--- src/rtl/ecc_106_rd_err_stage.sv ---
// ecc_106_rd_err_stage: 2-entry skid buffer for ECC read data with error counters and a sticky irq.
// Optional first-error log is compiled in with ECC_106_ERR_LOG_EN.
module ecc_106_rd_err_stage #(
  parameter int DATA_WIDTH = 106,
  parameter int ADDR_WIDTH = 10,
  parameter int CNT_WIDTH  = 16
) (
  input  logic                  clk,
  input  logic                  rst,
  input  logic                  in_vld,
  output logic                  in_rdy,
  input  logic [ADDR_WIDTH-1:0] in_addr,
  input  logic [DATA_WIDTH-1:0] in_data,
  input  logic                  in_sbit_err,
  input  logic                  in_dbit_err,
  input  logic                  in_ecc_fault,
  output logic                  out_vld,
  input  logic                  out_rdy,
  output logic [DATA_WIDTH-1:0] out_data,
  output logic                  out_sbit_err,
  output logic                  out_dbit_err,
  output logic                  out_ecc_fault,
  input  logic                  clr,
  output logic [CNT_WIDTH-1:0]  sbit_cnt,
  output logic [CNT_WIDTH-1:0]  dbit_cnt,
  output logic [CNT_WIDTH-1:0]  fault_cnt,
  output logic                  err_irq
`ifdef ECC_106_ERR_LOG_EN
  ,
  output logic                  log_vld,
  output logic [ADDR_WIDTH-1:0] log_addr,
  output logic                  log_dbit,
  output logic                  log_fault
`endif
);
  localparam int W = DATA_WIDTH + 3;
  typedef enum logic [1:0] {EMPTY, ONE, TWO} state_t;
  state_t state, state_nx;
  logic [W-1:0] head, skid, in_word;
  logic rdy_q, acc, pop, ld_head, ld_skid, from_skid;
  assign in_word = {in_data, in_sbit_err, in_dbit_err, in_ecc_fault};
  assign in_rdy = rdy_q;
  assign out_vld = state != EMPTY;
  assign acc = in_vld & rdy_q;
  assign pop = out_vld & out_rdy;
  always_comb begin
    state_nx = state;
    ld_head = 1'b0;
    ld_skid = 1'b0;
    from_skid = 1'b0;
    case (state)
      EMPTY: begin
        state_nx = acc ? ONE : EMPTY;
        ld_head = acc;
      end
      ONE: begin
        state_nx = (acc && !pop) ? TWO : (!acc && pop) ? EMPTY : ONE;
        ld_head = acc & pop;
        ld_skid = acc & ~pop;
      end
      TWO: begin
        state_nx = pop ? ONE : TWO;
        ld_head = pop;
        from_skid = 1'b1;
      end
      default: state_nx = EMPTY;
    endcase
  end
  always_ff @(posedge clk or posedge rst)
    if (rst) begin
      state <= EMPTY;
      rdy_q <= 1'b1;
    end else begin
      state <= state_nx;
      rdy_q <= state_nx != TWO;
    end
  // storage is unreset; the output mux hides stale contents while empty
  always_ff @(posedge clk) begin
    if (ld_head) head <= from_skid ? skid : in_word;
    if (ld_skid) skid <= in_word;
  end
  assign {out_data, out_sbit_err, out_dbit_err, out_ecc_fault} = out_vld ? head : '0;
  function automatic logic [CNT_WIDTH-1:0] cnt_nx(input logic [CNT_WIDTH-1:0] c, input logic hit, input logic z);
    return z ? CNT_WIDTH'(hit) : (hit && c != '1) ? c + 1'b1 : c;
  endfunction
  always_ff @(posedge clk or posedge rst)
    if (rst) begin
      sbit_cnt <= '0;
      dbit_cnt <= '0;
      fault_cnt <= '0;
      err_irq <= 1'b0;
    end else begin
      sbit_cnt <= cnt_nx(sbit_cnt, acc & in_sbit_err, clr);
      dbit_cnt <= cnt_nx(dbit_cnt, acc & in_dbit_err, clr);
      fault_cnt <= cnt_nx(fault_cnt, acc & in_ecc_fault, clr);
      err_irq <= (err_irq & ~clr) | (acc & (in_dbit_err | in_ecc_fault));
    end
`ifdef ECC_106_ERR_LOG_EN
  logic hit_any;
  assign hit_any = acc & (in_sbit_err | in_dbit_err | in_ecc_fault);
  always_ff @(posedge clk or posedge rst)
    if (rst) begin
      log_vld <= 1'b0;
      log_addr <= '0;
      log_dbit <= 1'b0;
      log_fault <= 1'b0;
    end else if (hit_any && (clr || !log_vld)) begin
      log_vld <= 1'b1;
      log_addr <= in_addr;
      log_dbit <= in_dbit_err;
      log_fault <= in_ecc_fault;
    end else if (clr) begin
      log_vld <= 1'b0;
    end
`else
  logic unused_addr;
  assign unused_addr = ^in_addr;
`endif
endmodule

--- config.mk ---
export PLATFORM = sky130hd
export DESIGN_NAME = ecc_106_rd_err_stage
export DESIGN_NICKNAME = d
export VERILOG_FILES = /design/src/rtl/ecc_106_rd_err_stage.sv
export SDC_FILE = /design/constraint.sdc
export NUM_CORES = 1
export LEC_CHECK = 0
export ABC_AREA = 1
export CORE_MARGIN = 2
export CORE_UTILIZATION = 30
export DETAILED_ROUTE_END_ITERATION = 6
export DONT_BUFFER_PORTS = 1
export SLEW_MARGIN = 20
export SYNTH_ARGS = -nofsm -noshare
export SYNTH_HDL_FRONTEND = slang
export SYNTH_SLANG_ARGS = --single-unit
--- constraint.sdc ---
create_clock -name clk -period 33.4 [get_ports clk]
set_clock_uncertainty 0.1 [all_clocks]
set_input_delay 8.35 -clock clk [delete_from_list [all_inputs] [get_ports clk]]
set_output_delay 8.35 -clock clk [all_outputs]
set_load 0.02 [all_outputs]
Yosys cells after proc, flatten, opt, wreduce, memory -nomap -nowiden:

Cells that the tools add are included.

* bitwise gates (word level): 13
* reductions and logical operators: 12
* add/sub/neg operators: 3
* multiplexer cells: 16
* equality and inequality tests: 6

Operators by type and width (count)
* $mux 109: 2
* $mux 16: 6
* $add 16x1->16 const B: 3
* $ne 16x16->1 const B: 3
* $and 1x1->1: 9
* $reduce_bool 2->1: 4
* $pmux 2 s3: 1
* $logic_and 1x1->1: 5
* $mux 1: 4
* $mux 2: 2
* $pmux 1 s3: 1
* $eq 2x1->1 const B: 1
* $eq 2x2->1 const B: 1
* $logic_not 1->1: 2
* $logic_not 2->1: 1
* $ne 2x2->1 const B: 1
* $not 1->1: 2
* $or 1x1->1: 2

* bits in registers: 270
* input bits: 124
* output and inout port bits: 160
* word-level logic and storage cells: 58

Depth between registers and ports, before layout:

Gate-level depths: netlist (run 1).

* depth in word-level cells: 7
* mapped depth: 10
* gate-level depth less buffers: 10

Least setup slack after synthesis (run 1):

No wires, ideal clock.

* path type: in2reg
* start: input port in_vld
* end: register head[0] (enable)
* required time: 32.351 ns
* stages: 2
* slack: 11.409 ns
* data arrival time: 20.943 ns
* library setup time: 0.949 ns
* cells stage by stage: nand2_1 -> o311ai_0

* word-level cells in the longest chain between the ends: 3

Ends and longest elaborated chain
* start: declaration: RTL line 10 `input logic in_vld,`
* $and 1x1->1 *: RTL line 44 `assign acc = in_vld & rdy_q;`
* $and 1x1->1: RTL line 58 `ld_head = acc & pop;`
* $pmux 1 s3 *: RTL line 51 `case (state)`
* via ld_head: RTL line 40 `logic rdy_q, acc, pop, ld_head, ld_skid, from_skid;`
* end signal: assignment: RTL line 79 `if (ld_head) head <= from_skid ? skid : in_word;`
* end: declaration: RTL line 39 `logic [W-1:0] head, skid, in_word;`

The timed path passes the listed nets; every way through them passes the cells marked *.
A chain may end at the register's enable or synchronous reset.

Worst setup path after layout (run 1):

* start: register state[1]
* end: output port out_vld

* word-level cells in the longest chain between the ends: 1

Ends and longest elaborated chain
* start: declaration: RTL line 38 `state_t state, state_nx;`
* start signal: assignment: RTL line 74 `state <= state_nx;`
* $reduce_bool 2->1: RTL line 43 `assign out_vld = state != EMPTY;`
* end: declaration: RTL line 17 `output logic out_vld,`

No other way between the ends.

==> results of run 1 <==
==> worst max path at each step <==
stage,from,end,slack [ns],cells past startpoint
floorplan,in_vld,head[0]$_DFFE_PP_,11.41,2
global placement,state[1]$_DFF_PP0_,out_vld,22.63,3
detailed placement,state[1]$_DFF_PP0_,out_vld,22.58,3
CTS,state[1]$_DFF_PP0_,out_vld,21.96,3
global route,state[1]$_DFF_PP0_,out_vld,21.85,3
finish,state[1]$_DFF_PP0_,out_vld,22.07,3
==> layout make-up <==
class                   instances  area, sq um  area share
repair buffers                  8         60.1     0.00435
multi-input cells             608         3490       0.253
clock buffers                  35          791      0.0573
inverters                     172          646      0.0468
well taps                     525          657      0.0476
clock inverters                22          308      0.0223
flip-flops and latches        270         7850       0.569
==> stage by stage <==
step                setup slack (ns)  hold slack (ns)  std cells
detailed placement             22.58            0.433       1583
finish                         22.07            0.445       1640
CTS                            21.96            0.446       1640
global placement               22.63            0.428       1583
floorplan                      11.41            0.425       1082
global route                   21.85            0.455       1640
==> power groups by stage <==
stage	clock (mW)	combinational [mW]	sequential (mW)
after global placement	0	0.348	0.520
after global routing	0.388	0.374	0.525
after floorplan	0	0.278	0.555
after detailed placement	0	0.350	0.524
final	0.364	0.342	0.516
after CTS	0.375	0.352	0.517
==> state kept, by name, summed over array words and instances (netlist names) <==
name / cells
sbit_cnt: 16
dbit_cnt: 16
skid: 109
in_rdy: 1
state: 2
err_irq: 1
head: 109
fault_cnt: 16
==> critical path: cells and delay by family (launching register included) <==
kind                   cells  cell delay, ns
buffers and inverters      2            1.12
AND/OR/NAND/NOR            1            0.67
flip-flops                 1            0.45
==> routing by layer <==
layer	vias to the layer above	global-route usage
met3	39	0.0458
li1	3566	-
met1	3557	0.160
met4	0	0.0301
met5	-	0
met2	250	0.201
==> Yosys cell counts (8+ instances only) <==
| master | instances | area share |
|---|---|---|
| edfxtp_1 | 218 | 0.54 |
| nand2_1 | 202 | 0.063 |
| inv_1 | 171 | 0.053 |
| nor2_1 | 162 | 0.050 |
| mux2_2 | 106 | 0.099 |
| nand3_1 | 56 | 0.023 |
| dfrtp_1 | 51 | 0.11 |
| nand4_1 | 18 | 0.0093 |
| clkbuf_1 | 15 | 0.0046 |
| xor2_1 | 15 | 0.011 |
| buf_2 | 14 | 0.0058 |
| nor2_4 | 8 | 0.0074 |
==> logic make-up after synthesis <==
kind of cell / Yosys count / synth area share
AO/OA/AOI/OAI: 23 / 0.0123
multiplexers: 106 / 0.0985
AND/OR/NAND/NOR: 459 / 0.159
flip-flops: 270 / 0.648
buffers and inverters: 204 / 0.0665
adder cells (fa/ha/maj): 4 / 0.00413
XOR/XNOR: 16 / 0.0116
==> impl_metrics.ini, run 1 <==
[final_layout]
layout_commonest_cell = edfxtp_1
n_fill_cell = 3919
area_growth_pct = 13.9
final_area_sq_mm = 0.0138
antenna_cells = 0
drive_gt1_frac = 0.166
nets = 1219
final_core_util = 0.347
final_cell_mix = edfxtp_1 (218), nand2_1 (201), inv_1 (170)

[routing]
viasPerCell = 4.52
wirelength_mm = 27.5
drt-met1-wl_mm = 11.6
vias = 7412
firstDrtPassIters = 4
wl_met2_mm = 12.6
ant_nets = 0
wl_met3_mm = 2.79
maxUsedRoutingLayer = met4
initialDrtViolationCount = 451
drc = 0
avgRoutedWirePerCell_um = 16.7

[cts]
numCtsBuffers = 31
clockRootBuffer = clkbuf_16
clk_pin_slew_ns = 0.06
postCtsHoldBufs = 0
htreeDepth = 1
post_cts_buffers = 0
ctsResizeCount = 0
clock_sinks = 270
cts_tree = yes
clk_latency_ns = 0.58
max-clock-path-buffers = 3

[grt]
first_global_vias = 7160
grt.overflow.total = 0
grt_pass1_wl_mm = 41.3
grt_max_degree = 83
grt_usage = 0.125
antenna_found_initial = 0

[min_path]
min_path_type = reg2reg
hold_depth = 1
hold_path_startpoint = skid[34]$_DFFE_PP_
min_to = head[34]$_DFFE_PP_

[timing]
tightest_slew_ns = 0.991
fin_crit_ns = 11.33
fin_crit_sh = 0.339
maxSlewHeadroom = 0.340
setup-tns-final_ns = 0
rsz0062_at_grt = false
setup_viol = 0
hold_violations = 0
drv_slew = 0
fmax_ghz = 0.0882

[synth]
synth_nets = 1210
ys_seq_area_frac = 0.648
synth_top_flop_cell = edfxtp_1
syn_area_sq_mm = 0.0121
synth-edff-count = 218
synth_cell_types = 27
syn_avg_cell_area_sq_um = 11.2
async_flop_share = 0.193
ys_ff_latch = 270
synthCells = 1082
synth_warnings = 0

[power]
comb_power_share = 0.280
leakage_nw = 5.70
swShare = 0.359
ir_drop_uv = 51.9
seqPwrFrac = 0.422
p_switching_uw = 438
power_density_mw_per_mm2 = 88.5
p_int_uw = 783
p_clk_frac = 0.298
finalPower_mw = 1.22

[critical_path]
start_kind = register
worst_ep_required_time_ns = 24.95
reg2reg_from = state[1]$_DFF_PP0_
cp-end-kind = primary output
ff2ff_setup_slack_ns = 28.93
cp_max_fo = 82
worst-setup-path-type = reg2out
critPathMaxStageDelay_ns = 0.77
r2r-end = skid[93]$_DFFE_PP_
arrival_ns = 2.88
reg2regPathDepth = 8
slowest_stage = buf_4
path_cells = nor2_4 -> buf_4 -> inv_1

[floorplanning]
die_x_um = 205
rows = 73
core_sq_mm = 0.0398
die_y_um = 205
ios = 284
initial_core_util = 0.304
die-area_sq_mm = 0.0420

[flow_run]
cap_violations = 0

[placement]
gp_congestion = 0.873
place_area_sq_mm = 0.0127
io_buffers = 0
dp_hpwl_mm = 18.5

[status]
status = finished clean
Power figures use the tool's default switching activity.
==> run 2, diff against run 1 <==
==> constraint.sdc (replaced) <==
create_clock -name clk -period 10.86 [get_ports clk]
set_clock_uncertainty 0.1 [all_clocks]
set_input_delay 2.715 -clock clk [delete_from_list [all_inputs] [get_ports clk]]
set_output_delay 2.715 -clock clk [all_outputs]
set_load 0.02 [all_outputs]
==> run 2 against run 1 <==
  * Global-route usage down 0.094 points
  * Cell count down 0.12%
  * Die area unchanged
  * Clock power rose to 3.0 times the previous value
  * Setup slack worse by 17 ns
  * Hold slack about the same
  * Largest cell class unchanged
  * Highest routed layer unchanged
==> impl_metrics.ini, run 2 (synthesis gave the netlist of run 1 again) <==
[grt]
antenna_found_initial = 0
first_global_vias = 7209
grt.overflow.total = 0
grt_max_degree = 81
grt_usage = 0.124
grt_pass1_wl_mm = 41.2

[timing]
setup_viol = 0
setup_ws_ns = 5.53
setup-tns-final_ns = 0
rsz0062_at_grt = false
fin_crit_sh = 0.491
drv_slew = 0
hold_violations = 0
tightest_slew_ns = 0.989
maxSlewHeadroom = 0.341
fin_crit_ns = 5.33
fmax_ghz = 0.188

[cts]
cts_tree = yes
postCtsHoldBufs = 0
htreeDepth = 1
clk_pin_slew_ns = 0.07
post_cts_buffers = 0
clk_latency_ns = 0.56
clockRootBuffer = clkbuf_16
numCtsBuffers = 30
max-clock-path-buffers = 3
clock_sinks = 270
ctsResizeCount = 0

[placement]
placed_cells = 1584
gp_congestion = 0.843
dp_hpwl_mm = 18.3
io_buffers = 0
place_area_sq_mm = 0.0127
pre_cts_slack_ns = 5.37

[critical_path]
start_kind = register
cp_max_fo = 80
cp-end-kind = primary output
cp_top_family = simple AND/OR/NAND/NOR gates
arrival_ns = 2.51
slowest_stage = buf_4
critPathMaxStageDelay_ns = 0.71
critPathBufInv = 1
worst_ep_required_time_ns = 8.05
path_cells = nor2_4 -> buf_4 -> nor2_1
worst-setup-path-type = reg2out

[status]
status = finished clean

[routing]
avgRoutedWirePerCell_um = 16.7
wirelength_mm = 27.3
firstDrtPassIters = 4
vias = 7390
ant_nets = 0
initialDrtViolationCount = 369
viasPerCell = 4.51
drc = 0

[min_path]
min_path_type = reg2reg

[power]
power_density_mw_per_mm2 = 271
leakage_nw = 5.71
finalPower_mw = 3.73
ir_drop_uv = 133

[final_layout]
final_area_sq_mm = 0.0138
drive_gt1_frac = 0.166
final_cell_mix = edfxtp_1 (218), nand2_1 (201), inv_1 (170)
fin_cells = 1638
n_fill_cell = 3970
antenna_cells = 0
reg_top3 = head (109), skid (109)
layout_commonest_cell = edfxtp_1
area_growth_pct = 13.7
nets = 1219

[floorplanning]
rows = 73
die-area_sq_mm = 0.0420
ios = 284
die_x_um = 205
die_y_um = 205
initial_core_util = 0.304
core_sq_mm = 0.0398

[flow_run]
cap_violations = 0
run 2: final cells by class:
type / count / area [sq um] / share of cell area
clock inverter: 17 / 263 / 0.0191
inverter: 172 / 646 / 0.0468
timing repair buffer: 9 / 67.6 / 0.00490
tap: 525 / 657 / 0.0477
sequential: 270 / 7850 / 0.569
multi-input combinational: 608 / 3500 / 0.254
clock buffer: 37 / 798 / 0.0579
run 2: path summary, 6_finish.rpt:
| check | from | endpoint | depth (start not counted) | slack (ns) |
|---|---|---|---|---|
| worst max-delay path | state[1]$_DFF_PP0_ | out_data[103] | 3 | 5.53 |
| worst min-delay path | skid[21]$_DFFE_PP_ | head[21]$_DFFE_PP_ | 1 | 0.44 |
| worst max register to register | state[1]$_DFF_PP0_ | skid[68]$_DFFE_PP_ | 9 | 6.95 |
| worst min register to register | skid[21]$_DFFE_PP_ | head[21]$_DFFE_PP_ | 1 | 0.44 |
| max in group asynchronous | rst | sbit_cnt[7]$_DFFE_PP0P_ | 2 | 8.06 |
| min in group asynchronous | rst | dbit_cnt[3]$_DFFE_PP0P_ | 2 | 2.12 |
run 2: metal layers:
| layer | track usage | vias to the layer above | routed length, um |
|---|---|---|---|
| li1 | - | 3568 | - |
| met1 | 0.155 | 3525 | 11300 |
| met2 | 0.201 | 269 | 12500 |
| met3 | 0.0504 | 28 | 3200 |
| met4 | 0.0298 | 0 | 383 |
| met5 | 0 | - | 0 |
run 2: stage by stage:
step	utilization	hold WS (ns)
after floorplan	-	0.425
after global placement	0.319	0.427
after detailed placement	0.319	0.433
after CTS	0.346	0.446
after global routing	0.346	0.457
final	0.346	0.444
run 2: report_power, final:
part | total, mW | switching, mW | internal [mW]
Clock | 1.09 | 0.410 | 0.684
Combinational | 1.05 | 0.825 | 0.224
Sequential | 1.59 | 0.0870 | 1.50
Total | 3.73 | 1.32 | 2.41
